[src/rtl/ahb_cfg_init_sequencer.sv]
`default_nettype none
// ============================================================================
// Module      : ahb_cfg_init_sequencer
// Description : Table-driven AHB-Lite master that replays a bring-up register
//               sequence from a synchronous entry ROM. Each entry is a single
//               word write or a masked read-poll with bounded retries,
//               followed by a programmable idle gap. Strictly non-pipelined:
//               one transfer is fully finished before the next is issued.
// Revision    : 1.0 - initial release
// ============================================================================
module ahb_cfg_init_sequencer #(
    parameter int IDX_W    = 6,
    parameter int GAP_W    = 16,
    parameter int POLL_MAX = 1023
) (
    input  logic              clk_80m,
    input  logic              rst_n,
    input  logic              start,
    input  logic              abort,
    output logic              tbl_rd_en,
    output logic [IDX_W-1:0]  tbl_idx,
    input  logic              tbl_op,
    input  logic [31:0]       tbl_addr,
    input  logic [31:0]       tbl_data,
    input  logic [31:0]       tbl_mask,
    input  logic [GAP_W-1:0]  tbl_gap,
    input  logic              tbl_last,
    output logic [31:0]       proc_haddr,
    output logic [1:0]        proc_htrans,
    output logic              proc_hwrite,
    output logic [1:0]        proc_hsize,
    output logic [31:0]       proc_hwdata,
    input  logic [31:0]       proc_hrdata,
    input  logic              proc_hready,
    input  logic [1:0]        proc_hresp,
    output logic              busy,
    output logic              done,
    output logic [1:0]        err_code,
    output logic [IDX_W-1:0]  err_idx
);

    localparam int               ATT_W        = $clog2(POLL_MAX + 1);
    localparam logic [ATT_W-1:0] c_poll_max   = ATT_W'(POLL_MAX);
    localparam logic [IDX_W-1:0] c_idx_last   = '1;
    localparam logic [1:0]       c_htrans_idl = 2'b00;
    localparam logic [1:0]       c_htrans_nsq = 2'b10;
    localparam logic [1:0]       c_hresp_err  = 2'b01;
    localparam logic [1:0]       c_err_none   = 2'b00;
    localparam logic [1:0]       c_err_bus    = 2'b01;
    localparam logic [1:0]       c_err_tmo    = 2'b10;
    localparam logic [1:0]       c_err_abort  = 2'b11;

    typedef enum logic [2:0] {
        S_IDLE  = 3'd0,
        S_FETCH = 3'd1,
        S_LOAD  = 3'd2,
        S_ADDR  = 3'd3,
        S_DATA  = 3'd4,
        S_CHECK = 3'd5,
        S_GAP   = 3'd6,
        S_FIN   = 3'd7
    } state_t;

    state_t             state_q,    state_d;
    logic [IDX_W-1:0]   idx_q,      idx_d;
    logic               op_q,       op_d;
    logic [31:0]        addr_q,     addr_d;
    logic [31:0]        data_q,     data_d;
    logic [31:0]        mask_q,     mask_d;
    logic [GAP_W-1:0]   gap_q,      gap_d;
    logic               last_q,     last_d;
    logic [GAP_W-1:0]   gap_cnt_q,  gap_cnt_d;
    logic [ATT_W-1:0]   attempts_q, attempts_d;
    logic [31:0]        rdata_q,    rdata_d;
    logic               retry_q,    retry_d;
    logic               abort_q,    abort_d;
    logic               busy_q,     busy_d;
    logic               done_q,     done_d;
    logic [1:0]         err_code_q, err_code_d;
    logic [IDX_W-1:0]   err_idx_q,  err_idx_d;

    logic               w_abort_now;
    logic               w_poll_match;
    logic [ATT_W-1:0]   w_attempts_inc;

    // An abort arriving in the same cycle as a safe point is honoured at once.
    assign w_abort_now    = abort_q | abort;
    assign w_poll_match   = (((rdata_q ^ data_q) & mask_q) == 32'h0);
    assign w_attempts_inc = attempts_q + ATT_W'(1);

    // Bus and ROM outputs decode straight from registered state.
    assign tbl_rd_en   = (state_q == S_FETCH);
    assign tbl_idx     = idx_q;
    assign proc_htrans = (state_q == S_ADDR) ? c_htrans_nsq : c_htrans_idl;
    assign proc_hwrite = (state_q == S_ADDR) & ~op_q;
    assign proc_haddr  = addr_q;
    assign proc_hwdata = data_q;
    assign proc_hsize  = 2'b10;
    assign busy        = busy_q;
    assign done        = done_q;
    assign err_code    = err_code_q;
    assign err_idx     = err_idx_q;

    // Next-state and datapath decode for the sequencer FSM.
    always_comb begin
        state_d    = state_q;
        idx_d      = idx_q;
        op_d       = op_q;
        addr_d     = addr_q;
        data_d     = data_q;
        mask_d     = mask_q;
        gap_d      = gap_q;
        last_d     = last_q;
        gap_cnt_d  = gap_cnt_q;
        attempts_d = attempts_q;
        rdata_d    = rdata_q;
        retry_d    = retry_q;
        abort_d    = abort_q;
        busy_d     = busy_q;
        done_d     = done_q;
        err_code_d = err_code_q;
        err_idx_d  = err_idx_q;

        // Aborts are only remembered while a sequence is running.
        if (state_q == S_IDLE) begin
            abort_d = 1'b0;
        end else if (abort) begin
            abort_d = 1'b1;
        end

        case (state_q)
            S_IDLE: begin
                if (start) begin
                    done_d     = 1'b0;
                    err_code_d = c_err_none;
                    err_idx_d  = '0;
                    idx_d      = '0;
                    busy_d     = 1'b1;
                    state_d    = S_FETCH;
                end
            end

            S_FETCH: begin
                if (w_abort_now) begin
                    err_code_d = c_err_abort;
                    err_idx_d  = idx_q;
                    busy_d     = 1'b0;
                    done_d     = 1'b1;
                    state_d    = S_FIN;
                end else begin
                    state_d = S_LOAD;
                end
            end

            S_LOAD: begin
                if (w_abort_now) begin
                    err_code_d = c_err_abort;
                    err_idx_d  = idx_q;
                    busy_d     = 1'b0;
                    done_d     = 1'b1;
                    state_d    = S_FIN;
                end else begin
                    op_d       = tbl_op;
                    addr_d     = tbl_addr;
                    data_d     = tbl_data;
                    mask_d     = tbl_mask;
                    gap_d      = tbl_gap;
                    last_d     = tbl_last;
                    attempts_d = '0;
                    retry_d    = 1'b0;
                    state_d    = S_ADDR;
                end
            end

            // Address phase is never withdrawn once presented.
            S_ADDR: begin
                if (proc_hready) begin
                    state_d = S_DATA;
                end
            end

            // Bus error wins over a pending abort on the same transfer.
            S_DATA: begin
                if (proc_hresp == c_hresp_err) begin
                    err_code_d = c_err_bus;
                    err_idx_d  = idx_q;
                    busy_d     = 1'b0;
                    done_d     = 1'b1;
                    state_d    = S_FIN;
                end else if (proc_hready) begin
                    if (w_abort_now) begin
                        err_code_d = c_err_abort;
                        err_idx_d  = idx_q;
                        busy_d     = 1'b0;
                        done_d     = 1'b1;
                        state_d    = S_FIN;
                    end else if (op_q) begin
                        rdata_d = proc_hrdata;
                        state_d = S_CHECK;
                    end else begin
                        gap_cnt_d = gap_q;
                        state_d   = S_GAP;
                    end
                end
            end

            S_CHECK: begin
                if (w_poll_match) begin
                    retry_d   = 1'b0;
                    gap_cnt_d = gap_q;
                    state_d   = S_GAP;
                end else if (w_attempts_inc == c_poll_max) begin
                    attempts_d = w_attempts_inc;
                    err_code_d = c_err_tmo;
                    err_idx_d  = idx_q;
                    busy_d     = 1'b0;
                    done_d     = 1'b1;
                    state_d    = S_FIN;
                end else begin
                    attempts_d = w_attempts_inc;
                    retry_d    = 1'b1;
                    gap_cnt_d  = gap_q;
                    state_d    = S_GAP;
                end
            end

            // Gap countdown; afterwards retry the poll, advance, or finish.
            S_GAP: begin
                if (w_abort_now) begin
                    err_code_d = c_err_abort;
                    err_idx_d  = idx_q;
                    busy_d     = 1'b0;
                    done_d     = 1'b1;
                    state_d    = S_FIN;
                end else if (gap_cnt_q != '0) begin
                    gap_cnt_d = gap_cnt_q - GAP_W'(1);
                end else if (retry_q) begin
                    retry_d = 1'b0;
                    state_d = S_ADDR;
                end else if (last_q || (idx_q == c_idx_last)) begin
                    busy_d  = 1'b0;
                    done_d  = 1'b1;
                    state_d = S_FIN;
                end else begin
                    idx_d   = idx_q + IDX_W'(1);
                    state_d = S_FETCH;
                end
            end

            S_FIN: begin
                state_d = S_IDLE;
            end

            default: begin
                state_d = S_IDLE;
            end
        endcase
    end

    // State and datapath registers with immediate asynchronous clear.
    always_ff @(posedge clk_80m or negedge rst_n) begin
        if (!rst_n) begin
            state_q    <= S_IDLE;
            idx_q      <= '0;
            op_q       <= 1'b0;
            addr_q     <= '0;
            data_q     <= '0;
            mask_q     <= '0;
            gap_q      <= '0;
            last_q     <= 1'b0;
            gap_cnt_q  <= '0;
            attempts_q <= '0;
            rdata_q    <= '0;
            retry_q    <= 1'b0;
            abort_q    <= 1'b0;
            busy_q     <= 1'b0;
            done_q     <= 1'b0;
            err_code_q <= c_err_none;
            err_idx_q  <= '0;
        end else begin
            state_q    <= state_d;
            idx_q      <= idx_d;
            op_q       <= op_d;
            addr_q     <= addr_d;
            data_q     <= data_d;
            mask_q     <= mask_d;
            gap_q      <= gap_d;
            last_q     <= last_d;
            gap_cnt_q  <= gap_cnt_d;
            attempts_q <= attempts_d;
            rdata_q    <= rdata_d;
            retry_q    <= retry_d;
            abort_q    <= abort_d;
            busy_q     <= busy_d;
            done_q     <= done_d;
            err_code_q <= err_code_d;
            err_idx_q  <= err_idx_d;
        end
    end

endmodule
`default_nettype wire

[config.mk]
export PLATFORM = sky130hd
export DESIGN_NAME = ahb_cfg_init_sequencer
export DESIGN_NICKNAME = d
export VERILOG_FILES = /design/src/rtl/ahb_cfg_init_sequencer.sv
export SDC_FILE = /design/constraint.sdc
export NUM_CORES = 1
export LEC_CHECK = 0
export ABC_AREA = 1
export BUFFER_PORTS_ARGS = -buffer_cell sky130_fd_sc_hd__clkbuf_2
export CAP_MARGIN = 15
export CORE_ASPECT_RATIO = 0.7
export CORE_MARGIN = 2
export CORE_UTILIZATION = 46
export DETAILED_ROUTE_END_ITERATION = 16
export PLACE_DENSITY = 0.75
export REMOVE_ABC_BUFFERS = 1
export SLEW_MARGIN = 20
export SYNTH_ARGS = -nofsm -noshare
export SYNTH_HDL_FRONTEND = slang
export SYNTH_SLANG_ARGS = --single-unit
[constraint.sdc]
create_clock -name clk_80m -period 2 [get_ports clk_80m]
set_input_delay 0.1 -clock clk_80m [delete_from_list [all_inputs] [get_ports clk_80m]]
set_output_delay 0.1 -clock clk_80m [all_outputs]
set_load 0.02 [all_outputs]
* After elaboration in Yosys (flattened, before gate mapping)
Cells that the tools add are included.
** Operators by class
- Add/sub/neg operators :: 3
- Eq/ne operators :: 29
- Mux-type cells :: 77
- Bitwise logic cells :: 7
- Reduce and logical (&&, ||, !) cells :: 22
** Operators with widths (number)
- $mux 16 :: 8
- $mux 6 :: 10
- $pmux 16 s3 :: 1
- $and 32x32->32 :: 1
- $logic_not 32->1 :: 1
- $xor 32x32->32 :: 1
- $mux 3 :: 10
- $mux 1 :: 29
- $ne 2x2->1 const B :: 14
- $pmux 3 s8 :: 1
- $pmux 6 s4 :: 1
- $mux 10 :: 2
- $pmux 10 s2 :: 1
- $mux 2 :: 9
- $reduce_and 8->1 :: 2
- $reduce_bool 16->1 :: 1
- $sub 16x1->16 const B :: 1
- $ne 3x3->1 const B :: 5
- $reduce_and 5->1 :: 3
- $eq 3x3->1 const B :: 4
- $pmux 6 s2 :: 1
- $add 10x1->10 const B :: 1
- $eq 10x10->1 const B :: 1
- $pmux 1 s5 :: 2
- other kinds (22) :: 28
** Storage, ports and cells
- Register bits :: 193
- Bits of input ports :: 153
- Output and inout bits :: 86

* Depth between registers and ports, before layout
Gate-level depths: netlist of the first run.
- Depth in word-level cells :: 7
- Gate-level depth with buffers :: 15
- Mapped depth without buffers :: 14

* Least setup slack after synthesis of the first run
OpenSTA, ideal clock, no wires.
- Path kind :: register to register
- Start :: register attempts_q[1]
- End :: register err_code_q[0], in the netlist err_code[0]
- Setup time :: 0.128 ns
- Data arrival time :: 1.712 ns
- Path slack :: 0.161 ns
- Cell stages (with the launch flop) :: 13
- Path buffers :: 1
- Period minus slack after synthesis :: 1.839 ns
- Path through :: dfrtp_1 ha_1 nand3_1 nor2_4 xor2_2 nand3_2 nor2_4 nand2_1 nand2_2 nand2_4 buf_6 nand2_2 o21ai_2
** On the way
- Cells in the longest elaborated chain, start to end :: 4
** RTL lines
- start: declaration :: line 73 : logic [ATT_W-1:0] attempts_q, attempts_d;
- start signal: assignment :: line 290 : attempts_q <= attempts_d;
- $add 10x1->10 :: line 89 : assign w_attempts_inc = attempts_q + ATT_W'(1);
- $eq 10x10->1 :: line 212 : end else if (w_attempts_inc == c_poll_max) begin
- $ne 2x2->1 (no source line)
- $reduce_and 5->1 (no source line)
- end signal: assignment :: line 278 : err_code_q <= c_err_none;
- end signal: assignment :: line 296 : err_code_q <= err_code_d;
- end: declaration :: line 79 : logic [1:0] err_code_q, err_code_d;
Every way passes these cells.
A chain may end at the register's enable or synchronous reset.

* Worst setup path after layout of the first run
- Start :: register attempts_q[0]
- End :: register gap_cnt_q[14]
** On the way
- Cells in the longest elaborated chain, start to end :: 4
** RTL lines
- $add 10x1->10 :: line 89
- $eq 10x10->1 :: line 212
- $ne 3x3->1 (no source line)
- $reduce_and 8->1 (no source line)
- end signal: assignment :: line 289 : gap_cnt_q <= gap_cnt_d;
- end: declaration :: line 72 : logic [GAP_W-1:0] gap_cnt_q, gap_cnt_d;
Every way passes these cells.

==> results of run 1 <==
-- per-layer routing --
layer	global-route usage	share of wire	vias to the layer above
li1	-	-	4243
met1	0.312	0.42	4262
met2	0.437	0.48	330
met3	0.0680	0.067	71
met4	0.109	0.030	0
met5	0	0	-
-- synthesized netlist by cell type (8+ instances only) --
cell | count | area [um^2]
nand4_1 | 25 | 156
nand3_1 | 64 | 320
clkbuf_1 | 14 | 52.6
nand2_1 | 199 | 747
nand2_2 | 18 | 113
inv_1 | 112 | 420
nor2_1 | 124 | 465
a21oi_1 | 80 | 400
buf_2 | 15 | 75.1
o21ai_0 | 40 | 200
mux2_2 | 77 | 867
dfrtp_1 | 193 | 4830
o21ai_2 | 8 | 70.1
-- logic make-up (layout without fill, tap and decap cells) --
| kind of cell | after synthesis | after routing | share of synthesized area |
|---|---|---|---|
| AO/OA/AOI/OAI | 148 | 148 | 0.0880 |
| XOR/XNOR | 8 | 8 | 0.00828 |
| adder cells (fa/ha/maj) | 4 | 4 | 0.00534 |
| buffers and inverters | 156 | 580 | 0.0677 |
| flip-flops | 193 | 193 | 0.516 |
| multiplexers | 77 | 77 | 0.0926 |
| other | 2 | 9 | 0.000802 |
| AND/OR/NAND/NOR | 458 | 460 | 0.222 |
-- placed cells by master (no fill, tap or decap), types with 26 or more instances in the layout --
cell,netlist,routed
a21oi_1,80,80
buf_4,3,38
clkbuf_2,0,234
dfrtp_1,193,192
dlygate4sd3_1,0,147
inv_1,112,107
mux2_2,77,77
nand2_1,199,189
nand2_2,18,26
nand3_1,64,60
nor2_1,124,121
o21ai_0,40,38
-- repair_timing --
item,in CTS,in global routing
hold buffers,147,0
setup buffers,0,9
setup endpoints to repair,0,40
resized for setup,0,45
hold endpoints to repair,307,0
-- registers in the layout, summed over array words and instances, names as in the netlist, 2 cells and up --
| signal | flops |
|---|---|
| attempts_q | 10 |
| err_code | 2 |
| err_idx | 6 |
| gap_cnt_q | 16 |
| gap_q | 16 |
| mask_q | 32 |
| proc_haddr | 32 |
| proc_hwdata | 32 |
| rdata_q | 32 |
| state_q | 3 |
| tbl_idx | 6 |
-- metrics by stage --
stage	std cells	power [uW]	hold WS [ps]	util	setup WS (ps)
floorplan	1010	11100	-196	-	-3260
global placement	1552	13200	31.4	0.556	111
detailed placement	1552	13400	33.2	0.556	47.5
global route	1749	19000	144	0.675	-41.9
finish	1749	17800	139	0.675	90.8
CTS	1731	17100	123	0.660	17.3
-- power by group through the flow --
stage	Combinational, uW	Sequential, uW	Clock, uW
final	7830	6560	3400
after global routing	8640	6740	3640
after CTS	7170	6470	3460
after detailed placement	6910	6520	0
after global placement	6740	6470	0
after floorplan	3960	7110	0
-- area by class of cell --
type	instances	share of cell area
Inverter	119	0.0336
Tap cell	270	0.0252
Clock inverter	13	0.0103
Clock buffer	19	0.0337
Sequential cell	193	0.360
Antenna cell	6	0.00112
Timing Repair Buffer	429	0.232
Multi-Input combinational cell	700	0.304
-- worst max-delay path by stage --
stage | end | from | slack, ps | depth (start not counted)
final | gap_cnt_q[14]$_DFFE_PN0P_ | attempts_q[0]$_DFFE_PN0P_ | 90 | 14
after global routing | gap_cnt_q[14]$_DFFE_PN0P_ | attempts_q[0]$_DFFE_PN0P_ | -40 | 14
after CTS | err_idx[3]$_DFFE_PN0P_ | attempts_q[1]$_DFFE_PN0P_ | 20 | 11
after detailed placement | err_idx[3]$_DFFE_PN0P_ | attempts_q[1]$_DFFE_PN0P_ | 50 | 11
after global placement | attempts_q[7]$_DFFE_PN0P_ | proc_hwdata[27]$_DFFE_PN0P_ | 110 | 12
after floorplan | attempts_q[4]$_DFFE_PN0P_ | abort_q$_DFFE_PN0P_ | -3260 | 5
==> flow_summary.ini, run 1 <==
[status]
status = finished clean

[synthesis]
netlist_instances = 1046
ys_async_sr_fraction = 1.00
synth.avg_cell_area_um2 = 8.95
synth-edff-count = 0
ys_seq_elements = 193
yosys_warnings = 0
synth_area_um2 = 9370
synth.distinct_cells = 47
synth_top_flop_cell = dfrtp_1
ys_seq_area_frac = 0.516

[pwr]
p_switching_uw = 7480
vdd_drop_max_uv = 772
clkPwrFrac = 0.191
powerDensity_nw_per_um2 = 1320
p_comb_frac = 0.440
cellInternalPower_uw = 10300
sw_frac_of_total = 0.421
seqPwrFrac = 0.369
p_leak_uw = 0.00700

[drt]
avgRoutedWirePerCell_um = 15.6
drt_first_pass_iters = 5
drt_iter0_drc = 482
vias = 8906
detail-route-antenna-nets = 0
drc = 0
via_per_inst = 5.09
finalWirelength_mm = 27.3

[setup_path]
worstPathMaxFanout = 8
cp-end-kind = flip-flop
worstPathCellList = buf_6, inv_4, ha_4, inv_2, nor2_2, nand2_2, nor2_4, nand3_4, nor2_4, nand3_4, buf_12, nand3_4, nand2_2, nand2_1
r2r-start = attempts_q[0]$_DFFE_PN0P_
worstPathRequired_ps = 2380
crit_buf_inv = 4
arrival_ps = 2290
crit_path_max_incr_delay_ps = 430
cp_common_cell = nand3_4
cp-start-kind = flip-flop
path_delay_family = simple AND/OR/NAND/NOR gates
r2r_end = gap_cnt_q[14]$_DFFE_PN0P_
crit_slowest_cell = dfrtp_1
rrSetupSlack_ps = 90
critical_path_class = reg2reg
reg2reg_depth = 14

[placement]
placed_area_um2 = 11100
gp_congestion = 0.945
hpwl_mm = 17.1
numPortBuffers = 235

[floorplan]
placeableCoreArea_um2 = 19900
io_pins = 239
rows = 43
start_util = 0.470
dieArea_um2 = 21500
die_h_um = 123
fp.dieW_um = 175

[global_routing]
grt_pass1_vias = 9024
antenna_found_initial = 5
grt_start_max_net_pins = 74
grt_pass1_wl_mm = 43.6
grt_remaining_overflow = 0
track_usage = 0.257

[clock_tree]
cts_sinks = 193
clk_path_buf_depth = 2
cts-htree-levels = 4
root_buffer = clkbuf_16
cts_made_buffers = 17
clk_latency_ps = 440
tritoncts = yes
clk_pin_slew_ps = 80

[cells_and_area]
syn2layout_area_growth_pct = 43.4
regArea_um2 = 4830
nets = 1617
finalInstanceArea_um2 = 13400
nFillCells = 1490
multiInputGateArea_um2 = 4090
drive_gt1_frac = 0.324

[hold_path]
hp-class = in2async

[sta]
fin_setup_tns_ps = 0
setup_viol = 0
hold_viol = 0
fin_crit_sh = 0.955
fin_worst_skew_ps = 15.1
timing.final.crit_period_ps = 1910
rsz0062_at_grt = yes
final-max-slew-violation-count = 0
fmax_mhz = 524

[flow_run]
drv_cap = 0
No activity file was read; power rests on OpenSTA's default activity.
==> inputs of run 2 (changes only) <==
--- a/config.mk
+++ b/config.mk
@@ -12,6 +12,7 @@
 export CORE_MARGIN = 2
 export CORE_UTILIZATION = 46
 export DETAILED_ROUTE_END_ITERATION = 16
+export GPL_TIMING_DRIVEN = 0
 export PLACE_DENSITY = 0.75
 export REMOVE_ABC_BUFFERS = 1
 export SLEW_MARGIN = 20
==> flow_summary.ini, run 2 (same netlist as run 1, synthesis figures left out) <==
[status]
status = finished clean

[clock_tree]
tritoncts = yes
cts_made_buffers = 17
clk_latency_ps = 440
clk_path_buf_depth = 2
cts-htree-levels = 4
root_buffer = clkbuf_16
cts_sinks = 193
clk_pin_slew_ps = 70

[hold_path]
worstHoldPathCells = 4
whs_endpoint = abort_q$_DFFE_PN0P_
min-delay-start = abort
hp-class = in2reg

[sta]
final-max-slew-violation-count = 0
fmax_mhz = 523
hold_viol = 0
rsz0062_at_grt = yes
fin_worst_skew_ps = 12.9
timing.final.crit_period_ps = 1910
worst_hold_slack_ps = 102
fin_crit_sh = 0.956
setup_viol = 0

[floorplan]
dieArea_um2 = 21500
placeableCoreArea_um2 = 19900
start_util = 0.470
rows = 43
io_pins = 239
fp.dieW_um = 175
die_h_um = 123

[pwr]
powerDensity_nw_per_um2 = 1320
finalPower_uw = 17500
vdd_drop_max_uv = 753
p_leak_uw = 0.00688

[drt]
drc = 0
avgRoutedWirePerCell_um = 15.7
finalWirelength_mm = 27.0
drt_iter0_drc = 585
via_per_inst = 5.06
vias = 8728
detail-route-antenna-nets = 0
drt_first_pass_iters = 5

[setup_path]
cp-end-kind = flip-flop
rrSetupSlack_ps = 90
r2r-start = state_q[0]$_DFFE_PN0P_
cp-start-kind = flip-flop
reg2reg_depth = 10
cp_common_cell = nand2_1
worstPathCellList = nor2_1, nand2_2, inv_2, o21ai_1, o2111ai_1, a21oi_4, nand3_4, buf_12, nand2_1, nand2_1
critical_path_class = reg2reg
crit_path_max_incr_delay_ps = 430
crit_slowest_cell = dfrtp_2
worstPathMaxFanout = 10
arrival_ps = 2240
worstPathRequired_ps = 2330
r2r_end = gap_cnt_q[1]$_DFFE_PN0P_

[placement]
gp_congestion = 0.886
hpwl_mm = 16.6
dp.cells = 1521
numPortBuffers = 235

[global_routing]
grt_start_max_net_pins = 79
grt_remaining_overflow = 0
grt_pass1_wl_mm = 43.4
track_usage = 0.258
grt_pass1_vias = 8705
antenna_found_initial = 0

[cells_and_area]
mostFrequentLayoutCell = clkbuf_2
diodes = 0
drive_gt1_frac = 0.312
postLayoutCoreUtil = 0.665
nets = 1598
layout_common_cells = clkbuf_2 (234), nand2_1 (195), dfrtp_1 (189), dlygate4sd3_1 (147), nor2_1 (117)
fin_cells = 1724
syn2layout_area_growth_pct = 41.4

[flow_run]
drv_cap = 0
-- run 2: cell count changes in the layout (fill, tap and decap cells not counted), sizes merged --
| cell | before | now |
|---|---|---|
| nand4 | 26 | 27 |
| clkbuf | 255 | 253 |
| buf | 46 | 28 |
| diode | 6 | 0 |
| nand2 | 220 | 219 |
| inv | 125 | 126 |
-- run 2: final cells by class --
| class | count | area (um^2) |
|---|---|---|
| inverters | 119 | 457 |
| clock inverters | 14 | 118 |
| well taps | 270 | 338 |
| repair buffers | 410 | 2980 |
| fillers | 1529 | 6660 |
| clock buffers | 18 | 439 |
| flip-flops and latches | 193 | 4830 |
| multi-input cells | 700 | 4080 |
-- run 2: where the power goes --
group	switching, uW	internal, uW	total, uW
sequential	1180	5430	6620
clock	1610	1660	3270
combinational	4590	2990	7580
total	7380	10100	17500
-- run 2: critical path: cells and delay by family, from the launching register on --
| family | cells | cell delay (ps) |
|---|---|---|
| buffers and inverters | 2 | 300 |
| AND/OR/NAND/NOR | 5 | 460 |
| flip-flops | 1 | 430 |
| AO/OA/AOI/OAI | 3 | 600 |
-- run 2: layer usage --
metal	vias to the layer above	wire (um)	global-route usage	part of all wire
met1	4206	11400	0.319	0.42
met4	0	577	0.0839	0.021
met3	45	1870	0.0716	0.069
met5	-	0	0	0
met2	291	13200	0.442	0.49
li1	4186	-	-	-
-- run 2: what timing repair did --
action,in CTS,in global routing
endpoints found under the hold margin,261,0
gates resized for setup,18,24
buffers inserted,12,10
setup endpoints to repair,113,58
cloned,2,0
pin swaps,6,9
hold buffers,147,0
-- run 2: worst max path at each step --
stage	endpoint	depth (start not counted)	startpoint	slack [ps]
global route	gap_cnt_q[1]$_DFFE_PN0P_	12	proc_hwdata[0]$_DFFE_PN0P_	-40
detailed placement	gap_cnt_q[12]$_DFFE_PN0P_	10	state_q[1]$_DFFE_PN0P_	-1090
finish	gap_cnt_q[1]$_DFFE_PN0P_	10	state_q[0]$_DFFE_PN0P_	90
CTS	rdata_q[16]$_DFFE_PN0P_	6	state_q[0]$_DFFE_PN0P_	5
global placement	attempts_q[6]$_DFFE_PN0P_	5	abort_q$_DFFE_PN0P_	-5990
floorplan	attempts_q[4]$_DFFE_PN0P_	5	abort_q$_DFFE_PN0P_	-3260
-- run 2: per-stage QoR --
stage	setup WS [ps]	instance area [um^2]	TNS (ps)
floorplan	-3260	9180	-367700
global route	-42.3	13200	-435
CTS	4.56	13100	0
global placement	-5990	10700	-1239020
finish	87.0	13200	0
detailed placement	-1090	10900	-29940
